[src/rtl/sipo_pkg.sv]
// Shared types and helpers for the SIPO deserializer.
package sipo_pkg;

  typedef enum logic {IDLE, RECV} rx_state_t;
  typedef enum logic {EMPTY, FULL} hold_state_t;

  // Bit-counter width; leaves room for a trailing parity bit.
  function automatic int unsigned cnt_w(input int unsigned width);
    return $clog2(width + 2);
  endfunction

endpackage

[src/rtl/sipo_if.sv]
// Serial input, parallel output and status bundle of the SIPO deserializer.
interface sipo_if #(
  parameter int unsigned WIDTH = 8
);
  logic             d;
  logic             shift_en;
  logic             sync;
  logic             ovr_clr;
  logic             pready;
  logic [WIDTH-1:0] pdata;
  logic             pvalid;
  logic             perr;
  logic             overrun;
  logic             busy;

  modport master (
    output d, shift_en, sync, ovr_clr, pready,
    input  pdata, pvalid, perr, overrun, busy
  );

  modport slave (
    input  d, shift_en, sync, ovr_clr, pready,
    output pdata, pvalid, perr, overrun, busy
  );
endinterface

[src/rtl/sipo_hold_reg.sv]
// One-deep valid/ready holding register; flags a drop when loaded while full and not draining.
module sipo_hold_reg
  import sipo_pkg::*;
#(
  parameter int unsigned WIDTH = 8
) (
  input  logic             clk,
  input  logic             clr_n,
  input  logic             load,
  input  logic [WIDTH-1:0] data,
  input  logic             data_perr,
  input  logic             pready,
  output logic [WIDTH-1:0] pdata,
  output logic             perr,
  output logic             pvalid,
  output logic             drop
);

  hold_state_t      state_q;
  logic [WIDTH-1:0] pdata_q;
  logic             perr_q;
  logic             take;

  // A full register draining this cycle can take the new word without a bubble.
  assign take = load & ((state_q == EMPTY) | pready);
  assign drop = load & (state_q == FULL) & ~pready;

  always_ff @(posedge clk or negedge clr_n) begin
    if (!clr_n) begin
      state_q <= EMPTY;
      pdata_q <= '0;
      perr_q  <= 1'b0;
    end else if (take) begin
      state_q <= FULL;
      pdata_q <= data;
      perr_q  <= data_perr;
    end else if ((state_q == FULL) && pready) begin
      state_q <= EMPTY;
    end
  end

  assign pdata  = pdata_q;
  assign perr   = perr_q;
  assign pvalid = (state_q == FULL);

endmodule

[src/rtl/sipo_deserializer.sv]
// Serial-in/parallel-out deserializer, MSB first, with a one-deep output register.
// Define SIPO_PARITY_EN to expect a trailing even-parity bit per word and report it on perr.
module sipo_deserializer
  import sipo_pkg::*;
#(
  parameter int unsigned WIDTH = 8
) (
  input  logic clk,
  input  logic clr_n,
  sipo_if.slave bus
);

`ifdef SIPO_PARITY_EN
  localparam int unsigned FRAME = WIDTH + 1;
`else
  localparam int unsigned FRAME = WIDTH;
`endif
  localparam int unsigned CW = cnt_w(WIDTH);
  localparam int unsigned SW = FRAME - 1;
  localparam logic [CW-1:0] LAST = CW'(FRAME - 1);

  rx_state_t        rx_q;
  logic [CW-1:0]    cnt_q;
  logic [SW-1:0]    shreg_q;
  logic [WIDTH-1:0] word;
  logic             word_perr;
  logic             final_bit;
  logic             drop;
  logic             overrun_q;

  // sync wins over completion: a strobe in the sync cycle starts a new frame.
  assign final_bit = bus.shift_en & ~bus.sync & (cnt_q == LAST);

`ifdef SIPO_PARITY_EN
  assign word      = shreg_q;
  assign word_perr = ^{shreg_q, bus.d};
`else
  assign word      = {shreg_q, bus.d};
  assign word_perr = 1'b0;
`endif

  always_ff @(posedge clk or negedge clr_n) begin
    if (!clr_n) begin
      rx_q    <= IDLE;
      cnt_q   <= '0;
      shreg_q <= '0;
    end else if (bus.sync) begin
      rx_q    <= bus.shift_en ? RECV : IDLE;
      cnt_q   <= bus.shift_en ? CW'(1) : '0;
      shreg_q <= bus.shift_en ? SW'(bus.d) : '0;
    end else if (bus.shift_en) begin
      if (final_bit) begin
        rx_q  <= IDLE;
        cnt_q <= '0;
      end else begin
        rx_q  <= RECV;
        cnt_q <= cnt_q + CW'(1);
      end
`ifdef SIPO_PARITY_EN
      if (!final_bit) shreg_q <= SW'({shreg_q, bus.d});
`else
      shreg_q <= SW'({shreg_q, bus.d});
`endif
    end
  end

  sipo_hold_reg #(
    .WIDTH(WIDTH)
  ) u_hold (
    .clk      (clk),
    .clr_n    (clr_n),
    .load     (final_bit),
    .data     (word),
    .data_perr(word_perr),
    .pready   (bus.pready),
    .pdata    (bus.pdata),
    .perr     (bus.perr),
    .pvalid   (bus.pvalid),
    .drop     (drop)
  );

  always_ff @(posedge clk or negedge clr_n) begin
    if (!clr_n) begin
      overrun_q <= 1'b0;
    end else if (drop) begin
      overrun_q <= 1'b1;
    end else if (bus.ovr_clr) begin
      overrun_q <= 1'b0;
    end
  end

  assign bus.overrun = overrun_q;
  assign bus.busy    = (rx_q == RECV);

endmodule

[src/flat_wrapper.sv]
// flat-port wrapper written by rule: the top's interface ports become plain ports
module sipo_deserializer_flat import sipo_pkg::*;
#(
  parameter int unsigned WIDTH = 8
)
  (clk, clr_n, bus_d, bus_shift_en, bus_sync, bus_ovr_clr, bus_pready, bus_pdata, bus_pvalid, bus_perr, bus_overrun, bus_busy);
  sipo_if #(.WIDTH(WIDTH)) bus_i ();
  input  logic clk;
  input  logic clr_n;
  input wire logic [$bits(bus_i.d)-1:0] bus_d;
  input wire logic [$bits(bus_i.shift_en)-1:0] bus_shift_en;
  input wire logic [$bits(bus_i.sync)-1:0] bus_sync;
  input wire logic [$bits(bus_i.ovr_clr)-1:0] bus_ovr_clr;
  input wire logic [$bits(bus_i.pready)-1:0] bus_pready;
  output wire logic [$bits(bus_i.pdata)-1:0] bus_pdata;
  output wire logic [$bits(bus_i.pvalid)-1:0] bus_pvalid;
  output wire logic [$bits(bus_i.perr)-1:0] bus_perr;
  output wire logic [$bits(bus_i.overrun)-1:0] bus_overrun;
  output wire logic [$bits(bus_i.busy)-1:0] bus_busy;
  assign bus_i.d = bus_d;
  assign bus_i.shift_en = bus_shift_en;
  assign bus_i.sync = bus_sync;
  assign bus_i.ovr_clr = bus_ovr_clr;
  assign bus_i.pready = bus_pready;
  assign bus_pdata = bus_i.pdata;
  assign bus_pvalid = bus_i.pvalid;
  assign bus_perr = bus_i.perr;
  assign bus_overrun = bus_i.overrun;
  assign bus_busy = bus_i.busy;
  sipo_deserializer #(.WIDTH(WIDTH)) u_core (.clk(clk), .clr_n(clr_n), .bus(bus_i));
endmodule
[config.mk]
export PLATFORM = sky130hd
export DESIGN_NAME = sipo_deserializer_flat
export DESIGN_NICKNAME = d
export VERILOG_FILES = /design/src/rtl/sipo_pkg.sv /design/src/rtl/sipo_if.sv /design/src/rtl/sipo_hold_reg.sv /design/src/rtl/sipo_deserializer.sv /design/src/flat_wrapper.sv
export SDC_FILE = /design/constraint.sdc
export NUM_CORES = 1
export LEC_CHECK = 0
export CORE_ASPECT_RATIO = 1.1
export CORE_MARGIN = 2
export CORE_UTILIZATION = 43
export DETAILED_ROUTE_END_ITERATION = 10
export HOLD_SLACK_MARGIN = 0.02
export PLACE_DENSITY = 0.76
export SYNTH_ARGS = -nofsm -noshare
export SYNTH_HDL_FRONTEND = slang
export SYNTH_HIERARCHICAL = 1
export SYNTH_SLANG_ARGS = --single-unit
[constraint.sdc]
create_clock -name clk -period 1.9 [get_ports clk]
set_clock_uncertainty 0.15 [all_clocks]
set_input_delay 0.19 -clock clk [delete_from_list [all_inputs] [get_ports clk]]
set_output_delay 0.19 -clock clk [all_outputs]
set_load 0.05 [all_outputs]
**After elaboration in Yosys (flattened, before gate mapping)**

Index checks and enable logic that the tools add are counted.

- Register bits: 22
- Word-level logic and storage cells: 36

- Add/subtract/negate cells: 1
- Eq/ne operators: 1
- Multiplexer cells: 15
- Bitwise operators: 9
- Reduce and logical (&&, ||, !) cells: 4

Operator list:

| operator | number |
|---|---|
| two-way mux 7 bit | 2 |
| two-way mux 4 bit | 3 |
| two-way mux 1 bit | 10 |
| nonzero test 2 bit | 3 |
| bitwise AND 1 bit | 5 |
| adder 4 x 1 -> 4 bit (second input constant) | 1 |
| == test 4 x 3 -> 1 bit (second input constant) | 1 |
| inverter 1 bit | 3 |
| logical AND 1 bit | 1 |
| OR 1 bit | 1 |

**Longest topological paths before layout**

Gate-level depths: netlist of the first run.

- Depth after elaboration: 6
- Depth in mapped cells: 6
- Depth with buffers taken out: 6

**Modules after synthesis**

Netlist of the first run, hierarchy kept.

Modules (own cells, without submodules):

| module | times used | cells an instance | area an instance (um^2) | sequential area each (um^2) |
|---|---|---|---|---|
| sipo_deserializer | 1 | 51 | 593.1 | 325.3 |
| sipo_hold_reg | 1 | 24 | 387.9 | 250.2 |

**Worst setup path before layout of the first run**

Ideal clock, no wire load.

- Kind: register to register
- Start: reg u_core.cnt_q[0]
- End: reg u_core.u_hold.pdata_q[0], in the netlist u_core/u_hold/pdata[0]
- Arrival: 1.409 ns
- Required time: 1.625 ns
- Path slack: 0.217 ns
- Cell stages (with the launch flop): 6
- Buffers on the path: 0
- Period minus slack after synthesis: 1.683 ns
- Cell sequence: dfrtp_1 ha_1 and3b_1 and2_1 nand2_4 mux2_2

- Longest elaborated chain between the ends: 3

RTL lines:

| element | line | text |
|---|---|---|
| start, declared | sipo_deserializer.sv:23 | `logic [CW-1:0] cnt_q;` |
| start signal, assigned | sipo_deserializer.sv:49 | `cnt_q <= bus.shift_en ? CW'(1) : '0;` |
| start signal, assigned | sipo_deserializer.sv:57 | `cnt_q <= cnt_q + CW'(1);` |
| == test 4 x 3 -> 1 bit | sipo_deserializer.sv:32 | `assign final_bit = bus.shift_en & ~bus.sync & (cnt_q == LAST);` |
| bitwise AND 1 bit | sipo_deserializer.sv:32 |  |
| via u_core.final_bit | sipo_deserializer.sv:27 | `logic final_bit;` |
| bitwise AND 1 bit | sipo_hold_reg.sv:25 | `assign take = load & ((state_q == EMPTY) \| pready);` |
| end signal, assigned | sipo_hold_reg.sv:35 | `pdata_q <= data;` |
| end, declared | sipo_hold_reg.sv:20 | `logic [WIDTH-1:0] pdata_q;` |

The timed path passes the listed nets, and every way through them passes these cells.
A chain may end at the register's enable or synchronous reset.

**Final worst setup path of the first run**

- Start: reg u_core.u_hold.pdata_q[7], in the netlist u_core/u_hold/pdata[7]
- End: out bus_pdata[7]

RTL lines:

| element | line | text |
|---|---|---|
| end, declared | flat_wrapper.sv:15 | `output wire logic [$bits(bus_i.pdata)-1:0] bus_pdata;` |

No word-level cell between the ends.

==> impl_results.md, run 1 <==
* Mapped Area at between 900 and 1000 um2
* Data required, critical path at 1560 ps
* Synth unique cells at 27
* Sequential area share after synthesis at 0.587
* Syn Inst Count at 75
* CTS tree: built
* Clock Power Share at 0.263
* Routed WL at around 1600 um
* Final period util at 0.959
* Initial Util at 0.444
* Top Family by Delay on Critical Path: buffers and inverters
* Commonest cells after routing, fill and taps aside: 23 x dfrtp_1, 17 x clkdlybuf4s50_1, 9 x nor2_1, 9 x mux2_2, 7 x mux2i_1
* Crit Path Class: flop to output port
* Die Height at 54.1 um
* Multi-input logic area at ~380 um2
* Most common cell after layout, fill and taps aside: dfrtp_1
* Port Buffers at 18
* P&R area growth vs syn at 25.9%
* First-pass GRT wire length at approximately 2600 um
* Post-CTS Setup Bufs at 0
* RSZ-0062 raised after global routing: no
* Pwr/cell area at ~670 nW/um2
* Worst-path cell chain: clkdlybuf4s50_1
* Maximum vdd drop at 0.344 mV
* Endpoints failing setup at 0
* Antenna Cells at 0
* CTS Buf Count at 3
* CTS H-tree lvls at 1
* Vias in the first global route at between 600 and 700
* Initial antenna violation count at 0
* Global router's overall resource usage at 0.131
* Fillers at approximately 200
* Type of element launching the critical path: flop
* Critical path endpoint category: output port
* Initial DRC Count at 7
* Worst Hold Class: primary input to asynchronous set/reset pin
* Register area at approximately 580 um2
* Routed Antenna Nets at 0
* Buf+Inv Stages, Crit Path at 1
* Post-DR wirelength/cell at about 12 um
* Seq pwr share at 0.624
* Cell row count at 18
* Core area at roughly 2200 um2
* Largest net degree at the start of global routing at 24
* # DRC at 0
* Synth Register Bits at 23
* RePlAce Congestion at 0.684
* Arrival @ worst endpoint at roughly 1500 ps
* Outcome: completed
* Max Cap Viol at 0
* Max-slew headroom at 0.665
* Max incr delay on CP at 810 ps
* CTS max path bufs at 2
* Fmax at 0.549 GHz
* GRT overflow at 0
* Final min period at 1820 ps
* CP max-delay cell: clkdlybuf4s50_1
* Max Slew Vio Count at 0
* CTS clk-pin slew, worst paths at roughly 120 ps
* Leak Pwr at around 0.63 nW
* Post-Syn Nets at 83
* Synth warn at 6
* CTS resizes at 0
* Sw Ratio at 0.242
* Gate power share at 0.113
* Switching Power at between 0.15 and 0.2 mW
* Via-per-instance ratio at between 4 and 5
* Die X at roughly 50 um
* Final Hold Fails at 0
* Crit Path Max Fanout at 2
* Total internal power at around 0.62 mW
* Root buf cell: clkbuf_4
* Mean Syn Cell Area at 13.1 um2
* Worst-Skew Late Latency at 300 ps
* Nets at around 110
* Via count at 623
* TritonRoute pass-1 iters at 4
* Worst slew pin tran at 501 ps
* # IOs at 19
* Final core occ at 0.560
* Share of layout cells above drive strength 1 at 0.204
* Die area at roughly 2700 um2
* HPWL Detailed at around 1100 um
* Fin Setup TNS at 0 ps
* Hold Buf Count CTS at 0
* CTS Sinks at 23
[final cells by class]
cell class,instances,area share
Timing Repair Buffer,21,0.166
Clock inverter,1,0.00405
Inverter,3,0.00912
Sequential cell,23,0.466
Multi-Input combinational cell,47,0.306
Clock buffer,3,0.0182
Tap cell,30,0.0304
[state kept, by name, indices dropped and copies added, names as in the netlist]
| register | count |
|---|---|
| u_core/bus.busy | 1 |
| u_core/bus.overrun | 1 |
| u_core/cnt_q | 4 |
| u_core/shreg_q | 7 |
| u_core/u_hold/pdata | 8 |
| u_core/u_hold/perr | 1 |
| u_core/u_hold/pvalid | 1 |
[cell families (layout without fill, tap and decap cells)]
family | after synthesis | count (layout) | share of synthesized area
fa+ha+maj | 1 | 1 | 0.0128
compound gates | 6 | 6 | 0.0485
buf+inv | 5 | 28 | 0.0281
flops | 23 | 23 | 0.587
simple gates | 22 | 22 | 0.130
other cells | 1 | 1 | 0.00382
mux | 17 | 17 | 0.190
[per-stage QoR]
step | total power, mW | cell area, um2 | cells | worst slack (ps) | hold WS [ps]
5_1_grt | 0.869 | 1230 | 128 | 9.23 | 89.8
2_1_floorplan | 0.575 | 981 | 75 | 217 | -256
3_3_place_gp | 0.616 | 1200 | 124 | 158 | 317
3_5_place_dp | 0.618 | 1200 | 124 | 103 | 322
4_1_cts | 0.840 | 1230 | 128 | 24.9 | 63.1
6_report | 0.824 | 1230 | 128 | 78.3 | 63.4
[synthesized netlist by cell type]
cell type,number,area [um2]
a21bo_2,1,10.0
a21o_1,1,7.51
a21oi_1,1,5.00
a22o_1,1,8.76
a22oi_1,1,7.51
and2_1,1,6.26
and3b_1,1,8.76
buf_2,1,5.00
buf_6,1,11.3
conb_1,1,3.75
dfrtp_1,23,576
ha_1,1,12.5
inv_1,3,11.3
mux2_2,9,101
mux2_4,1,15.0
mux2i_1,7,70.1
nand2_1,2,7.51
nand2_4,1,11.3
nand2b_1,1,6.26
nand2b_4,1,13.8
nand3b_1,1,7.51
nand4_1,1,6.26
nor2_1,9,33.8
nor2b_1,2,12.5
nor3_1,1,5.00
o311ai_1,1,8.76
or3b_1,1,8.76
[power groups by stage]
stage          Clock, mW  Combinational (mW)  Sequential, mW
2_1_floorplan          0              0.0381           0.537
3_3_place_gp           0              0.0935           0.522
3_5_place_dp           0              0.0945           0.524
4_1_cts            0.230              0.0952           0.514
5_1_grt            0.250               0.103           0.516
6_report           0.217              0.0933           0.514
[per-layer routing]
layer	share of wire	vias to the layer above	GRT usage
li1	-	302	-
met1	0.41	306	0.140
met2	0.53	13	0.247
met3	0.048	2	0.0278
met4	0.012	0	0.0694
met5	0	-	0
[worst paths after layout]
check | startpoint | endpoint | slack [ps] | cells past startpoint
worst min register to register | u_core/bus.overrun | u_core/bus.overrun | 340 | 1
max in group asynchronous | clr_n | u_core/cnt_q[3] | 1320 | 2
worst max-delay path | u_core/u_hold/pdata[7] | bus_pdata[7] | 80 | 1
worst min-delay path | clr_n | u_core/shreg_q[0] | 60 | 2
min in group clk | bus_ovr_clr | u_core/bus.overrun | 310 | 3
worst max register to register | u_core/cnt_q[0] | u_core/u_hold/pdata[6] | 90 | 5
(Power assumes the default switching activity.)
==> run 2: changes to the inputs <==
Settings changed: RECOVER_POWER set to 100, TNS_END_PERCENT set to 30.
==> run 2 against run 1 <==
Clock-buffer cell count unchanged. Sequential power about the same. Non-clock buffer count is the same. Sequential cell count is the same. Wire length shrank 0.96%. Sequential share of layout area is 0.77 points higher. Setup slack hardly changed. Global-route usage is the same. Critical endpoint is now bus_busy. Critical path type unchanged. Clock power about the same. First-iteration DRC count up 14%. Fmax barely moved. Critical path depth unchanged.
==> impl_results.md, run 2 (synthesis results as in run 1) <==
* Final min period at 1820 ps (-0.239 ps)
* Final period util at 0.959 (about the same)
* CTS Sinks at 23 (unchanged)
* Initial antenna violation count at 0 (unchanged)
* Global router's overall resource usage at 0.131 (unchanged)
* Hold_sp: bus_ovr_clr
* Hold EP: u_core/bus.overrun
* Endpoints failing setup at 0 (unchanged)
* CTS Buf Count at 3 (unchanged)
* Arrival @ worst endpoint at 1480 ps (about the same)
* Initial Util at 0.444 (unchanged)
* First-pass GRT wire length at 2640 um (unchanged)
* Max incr delay on CP at 810 ps (about the same)
* GRT overflow at 0 (unchanged)
* Pwr/cell area at 676 nW/um2 (+1.2%)
* RSZ-0062 raised after global routing: no
* Die Height at 54.1 um (unchanged)
* TritonRoute pass-1 iters at 4 (unchanged)
* Hold path depth at 3
* Multi-input logic area at 374 um2 (-0.99%)
* CTS clk-pin slew, worst paths at 120 ps (about the same)
* CTS tree: built
* Commonest cells after routing, fill and taps aside: 23 x dfrtp_1, 16 x clkdlybuf4s50_1, 9 x nor2_1, 9 x mux2_2, 7 x mux2i_1
* HPWL Detailed at 1150 um (unchanged)
* Worst Reg-to-Reg Cells at 5 (unchanged)
* Share of layout cells above drive strength 1 at 0.173 (-0.0306)
* Root buf cell: clkbuf_4
* Worst Hold Class: primary input to flop
* P&R area growth vs syn at 23.9%
* Number of instances in the placed design at 124 (unchanged)
* Type of element launching the critical path: flop
* Hold WS at 311 ps (+247 ps)
* RePlAce Congestion at 0.684 (unchanged)
* Initial DRC Count at 8 (+1)
* Crit Path Max Fanout at 2 (unchanged)
* Die X at 49.5 um (unchanged)
* CTS max path bufs at 2 (unchanged)
* Max-slew headroom at 0.230 (-0.436)
* Leak Pwr at 0.602 nW (-4.9%)
* Via count at 624 (+0.16%)
* Final Total Pwr at 0.821 mW (-0.39%)
* CP max-delay cell: clkdlybuf4s50_1
* Via-per-instance ratio at 4.88 (+0.16%)
* Routed Antenna Nets at 0 (unchanged)
* Port Buffers at 18 (unchanged)
* Nets at 107 (unchanged)
* Fillers at 210 (+4.5%)
* Register area at 576 um2 (unchanged)
* Routed WL at 1550 um (-0.96%)
* Die area at 2680 um2 (unchanged)
* Worst slew pin tran at 1160 ps (+654 ps)
* Maximum vdd drop at 0.344 mV (-0.18%)
* Final Cell Area at 1210 um2 (-1.6%)
* Reg2Reg Setup Slack at 100 ps (about the same)
* R2R Path Start: u_core/cnt_q[0]
* Data required, critical path at 1560 ps (about the same)
* Finished Layout Cells at 128 (unchanged)
* Buf+Inv Stages, Crit Path at 1 (unchanged)
* # DRC at 0 (unchanged)
* Antenna Cells at 0 (unchanged)
* Final Hold Fails at 0 (unchanged)
* Fmax at 0.549 GHz (about the same)
* Most common cell after layout, fill and taps aside: dfrtp_1
* Largest net degree at the start of global routing at 24 (unchanged)
* Cell row count at 18 (unchanged)
* Worst-path cell chain: clkdlybuf4s50_1
* Reg-to-Reg End: u_core/u_hold/pdata[6]
* Outcome: completed
* Post-DR wirelength/cell at 12.1 um (-0.96%)
* Max reg flops at 8 (unchanged)
* CTS H-tree lvls at 1 (unchanged)
* Worst-Skew Late Latency at 300 ps (about the same)
* Fin Setup TNS at 0 ps (unchanged)
* Vias in the first global route at 635 (unchanged)
* Core area at 2210 um2 (unchanged)
* Top Family by Delay on Critical Path: buffers and inverters
* Crit Path Class: flop to output port
* Max Slew Vio Count at 0 (unchanged)
* Placed cell areas at 1200 um2 (unchanged)
* # IOs at 19 (unchanged)
* Critical path endpoint category: output port
* Max Cap Viol at 0 (unchanged)
run 2: power by group:
| group | total (mW) | leakage, nW | internal [mW] | switching (mW) |
|---|---|---|---|---|
| combinational | 0.0902 | 0.271 | 0.0402 | 0.0500 |
| clock | 0.217 | 0.0177 | 0.0784 | 0.138 |
| sequential | 0.514 | 0.313 | 0.504 | 0.0104 |
run 2: stage by stage:
step / util / setup slack, ps
floorplan: - / 217
global placement: 0.546 / 158
detailed placement: 0.546 / 103
CTS: 0.558 / 24.9
global route: 0.550 / 9.23
finish: 0.550 / 78.6
run 2: layout make-up:
class                   count  area share
flip-flops and latches     23       0.474
multi-input cells          47       0.308
repair buffers             21       0.156
well taps                  30      0.0309
clock buffers               3      0.0185
inverters                   3     0.00927
clock inverters             1     0.00412
run 2: metal layers:
layer,global-route usage,vias to the layer above,wire [um]
li1,-,302,-
met1,0.140,307,644
met2,0.247,13,827
met3,0.0278,2,61
met4,0.0694,0,19
met5,0,-,0
run 2: worst max-delay path by stage:
stage                     depth (start not counted)  slack (ps)                endpoint              startpoint
after global placement                            5         160  u_core/u_hold/pdata[6]         u_core/cnt_q[0]
after CTS                                         1          20              bus_pvalid    u_core/u_hold/pvalid
final                                             1          80                bus_busy         u_core/bus.busy
after detailed placement                          5         100  u_core/u_hold/pdata[6]         u_core/cnt_q[0]
after global routing                              1           9            bus_pdata[7]  u_core/u_hold/pdata[7]
after floorplan                                   5         220  u_core/u_hold/pdata[0]         u_core/cnt_q[0]
run 2: what timing repair did:
action,in CTS,in global routing
hold buffers,0,0
endpoints found under the hold margin,0,0
buffers inserted,0,0
resized for setup,0,1
endpoints found under the setup margin,0,1
